### src/rtl/mem_access.sv
// mem_access: memory-access pipeline stage.
//   Takes execute-stage results, runs loads/stores on a request/ack data bus
//   and produces a one-cycle write-back bundle per accepted operation.
//   Ports:
//     clk, reset (async, active-low)
//     in_valid, alu_result, store_data, zero, branch_target, ctrl_*, write_reg
//                                               - execute-stage inputs
//     dmem_req/we/addr/wdata (out), dmem_rdata/ack (in)  - data memory bus
//     stall                                     - upstream must hold inputs
//     pc_src, branch_addr                       - registered branch redirect
//     wb_valid, wb_data, wb_reg, wb_regWrite    - write-back bundle
//     misaligned_fault, bus_fault               - one-cycle fault pulses
module mem_access #(
   parameter int TIMEOUT = 16
) (
   input  logic        clk,
   input  logic        reset,
   input  logic        in_valid,
   input  logic [31:0] alu_result,
   input  logic [31:0] store_data,
   input  logic        zero,
   input  logic [31:0] branch_target,
   input  logic        ctrl_memRead,
   input  logic        ctrl_memWrite,
   input  logic        ctrl_branch,
   input  logic        ctrl_memToReg,
   input  logic        ctrl_regWrite,
   input  logic [4:0]  write_reg,
   output logic        dmem_req,
   output logic        dmem_we,
   output logic [31:0] dmem_addr,
   output logic [31:0] dmem_wdata,
   input  logic [31:0] dmem_rdata,
   input  logic        dmem_ack,
   output logic        stall,
   output logic        pc_src,
   output logic [31:0] branch_addr,
   output logic        wb_valid,
   output logic [31:0] wb_data,
   output logic [4:0]  wb_reg,
   output logic        wb_regWrite,
   output logic        misaligned_fault,
   output logic        bus_fault
);

   localparam logic [0:0] IDLE   = 1'b0;
   localparam logic [0:0] ACCESS = 1'b1;
   localparam logic [7:0] LAST   = 8'(TIMEOUT - 1);

   logic [0:0]  state_q, state_d;
   logic [7:0]  cnt_q, cnt_d;
   logic        req_q, req_d, we_q, we_d;
   logic [31:0] addr_q, addr_d, wdata_q, wdata_d;
   logic        rd_q, rd_d, m2r_q, m2r_d, rw_q, rw_d;
   logic [4:0]  reg_q, reg_d;
   logic        wb_valid_q, wb_valid_d, wb_rw_q, wb_rw_d;
   logic [31:0] wb_data_q, wb_data_d;
   logic [4:0]  wb_reg_q, wb_reg_d;
   logic        pc_src_q, pc_src_d;
   logic [31:0] baddr_q, baddr_d;
   logic        mis_q, mis_d, bus_q, bus_d;

   logic accept, mem_op, taken;

   assign accept = (state_q == IDLE) && in_valid;
   assign mem_op = ctrl_memRead | ctrl_memWrite;
   assign taken  = ctrl_branch & zero;

   always_comb begin
      state_d    = state_q;
      cnt_d      = cnt_q;
      req_d      = req_q;
      we_d       = we_q;
      addr_d     = addr_q;
      wdata_d    = wdata_q;
      rd_d       = rd_q;
      m2r_d      = m2r_q;
      rw_d       = rw_q;
      reg_d      = reg_q;
      wb_data_d  = wb_data_q;
      wb_reg_d   = wb_reg_q;
      wb_rw_d    = wb_rw_q;
      baddr_d    = baddr_q;
      // pulses default low every cycle
      wb_valid_d = 1'b0;
      pc_src_d   = 1'b0;
      mis_d      = 1'b0;
      bus_d      = 1'b0;

      case (state_q)
         IDLE: begin
            if (accept) begin
               pc_src_d = taken;
               if (taken) baddr_d = branch_target;
               if (!mem_op) begin
                  wb_valid_d = 1'b1;
                  wb_data_d  = alu_result;
                  wb_reg_d   = write_reg;
                  wb_rw_d    = ctrl_regWrite;
               end else if (alu_result[1:0] != 2'b00) begin
                  // misaligned: report and retire without touching the bus
                  wb_valid_d = 1'b1;
                  mis_d      = 1'b1;
                  wb_data_d  = alu_result;
                  wb_reg_d   = write_reg;
                  wb_rw_d    = 1'b0;
               end else begin
                  state_d = ACCESS;
                  cnt_d   = 8'd0;
                  req_d   = 1'b1;
                  we_d    = ctrl_memWrite;
                  addr_d  = alu_result;
                  wdata_d = store_data;
                  // write wins when both read and write are set
                  rd_d    = ctrl_memRead & ~ctrl_memWrite;
                  m2r_d   = ctrl_memToReg;
                  rw_d    = ctrl_regWrite;
                  reg_d   = write_reg;
               end
            end
         end
         ACCESS: begin
            // ack beats timeout when both land on the same cycle
            if (dmem_ack) begin
               state_d    = IDLE;
               req_d      = 1'b0;
               we_d       = 1'b0;
               wb_valid_d = 1'b1;
               wb_data_d  = (rd_q && m2r_q) ? dmem_rdata : addr_q;
               wb_reg_d   = reg_q;
               wb_rw_d    = rw_q;
            end else if (cnt_q == LAST) begin
               state_d    = IDLE;
               req_d      = 1'b0;
               we_d       = 1'b0;
               bus_d      = 1'b1;
               wb_valid_d = 1'b1;
               wb_data_d  = addr_q;
               wb_reg_d   = reg_q;
               wb_rw_d    = 1'b0;
            end else begin
               cnt_d = cnt_q + 8'd1;
            end
         end
         default: state_d = IDLE;
      endcase
   end

   always_ff @(posedge clk or negedge reset) begin
      if (!reset) begin
         state_q    <= IDLE;
         cnt_q      <= 8'd0;
         req_q      <= 1'b0;
         we_q       <= 1'b0;
         addr_q     <= 32'd0;
         wdata_q    <= 32'd0;
         rd_q       <= 1'b0;
         m2r_q      <= 1'b0;
         rw_q       <= 1'b0;
         reg_q      <= 5'd0;
         wb_valid_q <= 1'b0;
         wb_data_q  <= 32'd0;
         wb_reg_q   <= 5'd0;
         wb_rw_q    <= 1'b0;
         pc_src_q   <= 1'b0;
         baddr_q    <= 32'd0;
         mis_q      <= 1'b0;
         bus_q      <= 1'b0;
      end else begin
         state_q    <= state_d;
         cnt_q      <= cnt_d;
         req_q      <= req_d;
         we_q       <= we_d;
         addr_q     <= addr_d;
         wdata_q    <= wdata_d;
         rd_q       <= rd_d;
         m2r_q      <= m2r_d;
         rw_q       <= rw_d;
         reg_q      <= reg_d;
         wb_valid_q <= wb_valid_d;
         wb_data_q  <= wb_data_d;
         wb_reg_q   <= wb_reg_d;
         wb_rw_q    <= wb_rw_d;
         pc_src_q   <= pc_src_d;
         baddr_q    <= baddr_d;
         mis_q      <= mis_d;
         bus_q      <= bus_d;
      end
   end

   assign stall            = (state_q == ACCESS);
   assign dmem_req         = req_q;
   assign dmem_we          = we_q;
   assign dmem_addr        = addr_q;
   assign dmem_wdata       = wdata_q;
   assign pc_src           = pc_src_q;
   assign branch_addr      = baddr_q;
   assign wb_valid         = wb_valid_q;
   assign wb_data          = wb_data_q;
   assign wb_reg           = wb_reg_q;
   assign wb_regWrite      = wb_rw_q;
   assign misaligned_fault = mis_q;
   assign bus_fault        = bus_q;

endmodule

### config.mk
export PLATFORM = sky130hd
export DESIGN_NAME = mem_access
export DESIGN_NICKNAME = d
export VERILOG_FILES = /design/src/rtl/mem_access.sv
export SDC_FILE = /design/constraint.sdc
export NUM_CORES = 1
export LEC_CHECK = 0
export BUFFER_PORTS_ARGS = -buffer_cell sky130_fd_sc_hd__buf_2
export CAP_MARGIN = 5
export CORE_UTILIZATION = 30
export CTS_CLUSTER_DIAMETER = 120
export DETAILED_ROUTE_END_ITERATION = 8
export PLACE_DENSITY = 0.59
export SYNTH_ARGS = -nofsm -noshare
export SYNTH_HDL_FRONTEND = slang
export SYNTH_SLANG_ARGS = --single-unit
### constraint.sdc
create_clock -name clk -period 3.04 [get_ports clk]
set_input_delay 0.304 -clock clk [delete_from_list [all_inputs] [get_ports clk]]
set_output_delay 0.304 -clock clk [all_outputs]
set_load 0.01 [all_outputs]
==> results.txt <==
----------------------------------------------------
[Run status]
  Outcome ... completed

[Worst setup path]
  Cell breakdown of the critical path ... buf_4 -> nand2b_1 -> a21oi_2 -> o21bai_4 -> buf_4 -> mux2_4
  Worst Path Max Fanout ... 34
  Register-to-register setup slack ... 0.77 ns
  Worst setup path class ... reg2reg
  Kind of start point of the critical path ... flop
  Required @ worst endpoint ... 3.34 ns
  Slowest library cell on the worst path ... o21bai_4
  Critical path data arrival time ... 2.57 ns
  Critical path endpoint category ... flop
  Critical Path Most Common Cell ... buf_4
  Worst stage delay on the critical path ... 0.41 ns

[Place]
  Port-buffer cells ... 283
  Final weighted congestion of routability-driven global placement ... between 0.7 and 0.8
  Final HPWL from detailed placement ... ~13000 um
  Cell area reported after detailed placement ... between 8000 and 9000 um2
  Total placed cells including tap cells ... ~1000

[Logic synthesis]
  Post-synth top cells ... dfrtp_1, mux2_2, nor2_1, mux2i_1, a21oi_1
  Dominant combinational cell family by area after synthesis ... multiplexers
  Summed instance area of the synthesized netlist ... slightly below 7000 um2
  Synthesized netlist net count ... about 640
  Synth Area in Compound Gates ... 0.0429
  Post-Synth XOR/XNOR Area ... 0
  Number of distinct library cells after synthesis ... 32
  Count of flip-flops with a built-in enable after synthesis ... 0
  Synth area leaders ... dfrtp_1, mux2_2, mux2i_1
  Share of synthesized area occupied by flip-flops and latches ... 0.583
  Proportion of synthesized flip-flops having asynchronous set or reset ... 1.00
  Top-count cell post-synth ... dfrtp_1
  Area share of the largest cell type after synthesis ... 0.583
  Post-synth top area cell ... dfrtp_1
  #FFs+latches synth ... between 150 and 200
  Mapped Cells ... between 400 and 500
  Most common flop cell mapped by yosys ... dfrtp_1
  Simple-gate share of the synthesized area ... 0.0498
  Portion of netlist area occupied by mux cells ... 0.296
  Mean instance size in the synthesized netlist ... 13.6 um2
  Adder-cell share of the synthesized area ... 0.00186
  Number of warnings issued by yosys ... 0

[Clock tree]
  Cts-stage hold buffer count ... 1
  Htree depth ... 4
  Clock latency on the worst-skew pair ... 0.42 ns
  Deepest clock path buffer count ... 2
  CTS clock-pin slew for the worst setup and hold paths ... approximately 0.080 ns
  Clock Sink Count ... between 150 and 200
  Setup Fix Bufs, Post-CTS ... 0
  CTS Buf Count ... 17
  Post-cts gate resize count ... 0
  CTS tree ... yes
  Root cell of the clock tree ... clkbuf_16

[Floorplan]
  Count of pins on the block boundary ... 284
  Core area ... 21900 um2
  Total number of placement rows ... 54
  X dimension of the die ... 152 um
  Die height ... 152 um
  Starting density of the core ... 0.308
  Die ar. ... ~23000 um2

[STA]
  Worst hold slack ... 0.107 ns
  Worst Skew ... 0.0118 ns
  Post-route setup TNS ... 0 ns
  Number of failing setup endpoints in the final timing report ... 0
  Final worst path period share ... 0.748
  Relative slew slack ... 0.361
  Fmax ... 440 MHz
  Final Hold Fails ... 0
  Unrepaired setup endpoints after global routing ... false
  Final critical-path required period ... approximately 2.3 ns
  Worst Max-Slew Pin Slew ... between 0.9 and 1 ns
  Final max-slew violation count ... 0

[Cells and area]
  Final std cell area, no fill ... 9080 um2
  Fillers ... 2146
  End-of-flow core utilization ... 0.415
  Finished Layout Cells ... 1074
  Area growth from synthesis to layout ... 34.7%
  Layout cell share with drive strength beyond 1 ... 0.598
  Number of antenna cells inserted ... 0
  Final #Nets ... 925

[Global route]
  Leftover overflow at the end of global routing ... 0
  Maximum number of pins on one net before global-route repair ... 75
  Antenna violations before repair ... 0
  Via count of the first global-routing pass ... 5263
  Total track usage ... 0.157
  Wire length of the first global-routing pass ... around 28000 um

[Route]
  Remaining antenna violation count ... 0
  Count of vias placed by the detailed router ... 4930
  Mean routed wirelength per cell ... ~16 um
  Final routed wirelength across all metal layers ... 17600 um
  Number of DRC violations after detailed routing ... 0
  Length of the first detailed-routing pass in iterations ... 4
  Number of DRC violations after detailed-routing iteration 0 ... 176
  Via/cell ratio ... 4.59

[Worst hold path]
  Worst hold path class ... in2reg

[Power]
  Leakage power figure ... 4.59 nW
  Peak VDD IR ... 374 uV
  Power density cells ... around 710 nW/um2

[Run]
  Number of maximum-capacitance violations ... 0

----------------------------------------------------
-- kinds of logic (layout without fill, tap and decap cells) --
group / Yosys count / count (layout)
multiplexers: 178 / 178
flip-flops: 157 / 157
AND/OR/NAND/NOR: 71 / 71
AO/OA/AOI/OAI: 51 / 51
buffers and inverters: 37 / 336
adder cells (fa/ha/maj): 1 / 1
-- power by group --
group / internal, mW / switching (mW) / total (mW)
Sequential: 2.53 / 0.256 / 2.79
Clock: 1.12 / 1.01 / 2.13
Combinational: 0.789 / 0.735 / 1.52
-- through the flow --
step | setup WS [ns] | total power, mW
2_1_floorplan | 1.17 | 3.64
3_3_place_gp | 0.652 | 4.34
3_5_place_dp | 0.599 | 4.38
4_1_cts | 0.706 | 6.56
5_1_grt | 0.581 | 6.81
6_report | 0.765 | 6.44
-- layout by cell type (no fill, tap or decap), drive strengths merged --
master and instances:
a21oi 33, a31oi 1, and2 2, and3 1, buf 294, clkbuf 18
clkinv 3, clkinvlp 2, dfrtp 157, dlygate4sd3 1, ha 1, inv 18
mux2 144, mux2i 34, nand2 11, nand2b 2, nand3 8, nand3b 3
nand4 2, nor2 35, nor2b 2, nor3 3, nor3b 1, nor4 1
o211ai 1, o21a 2, o21ai 11, o21bai 1, o221ai 1, o31a 1
-- worst paths after layout --
kind | from | end | depth (start not counted)
max | stall$_DFF_PN0_ | wb_data[24]$_DFFE_PN0P_ | 6
max reg2reg | stall$_DFF_PN0_ | wb_data[24]$_DFFE_PN0P_ | 6
min | store_data[5] | dmem_wdata[5]$_DFFE_PN0P_ | 2
max in group asynchronous | reset | branch_addr[17]$_DFFE_PN0P_ | 3
min in group asynchronous | reset | branch_addr[25]$_DFFE_PN0P_ | 2
min reg2reg | wb_reg[2]$_DFFE_PN0P_ | wb_reg[2]$_DFFE_PN0P_ | 1
-- worst max-delay path, delay by kind of cell, from the launching register on --
family                 cells  cell delay [ns]
AO/OA/AOI/OAI              2             0.56
buffers and inverters      2             0.71
flip-flops                 1             0.40
multiplexers               1             0.31
AND/OR/NAND/NOR            1             0.16
-- cell type report --
class / count / area, um2 / share of cell area
clock buffer: 18 / 439 / 0.0484
clock inverter: 14 / 148 / 0.0163
sequential: 157 / 3930 / 0.433
timing repair buffer: 295 / 1540 / 0.170
inverter: 9 / 33.8 / 0.00372
multi-input combinational: 301 / 2640 / 0.291
tap: 280 / 350 / 0.0386
-- routing by layer --
metal  vias up  GRT usage  share of wire
met5         -          0              0
met4         0     0.0457          0.012
met3        12     0.0642          0.086
met2       191      0.263           0.48
met1      2399      0.185           0.42
li1       2328          -              -
(Power assumes the default switching activity.)
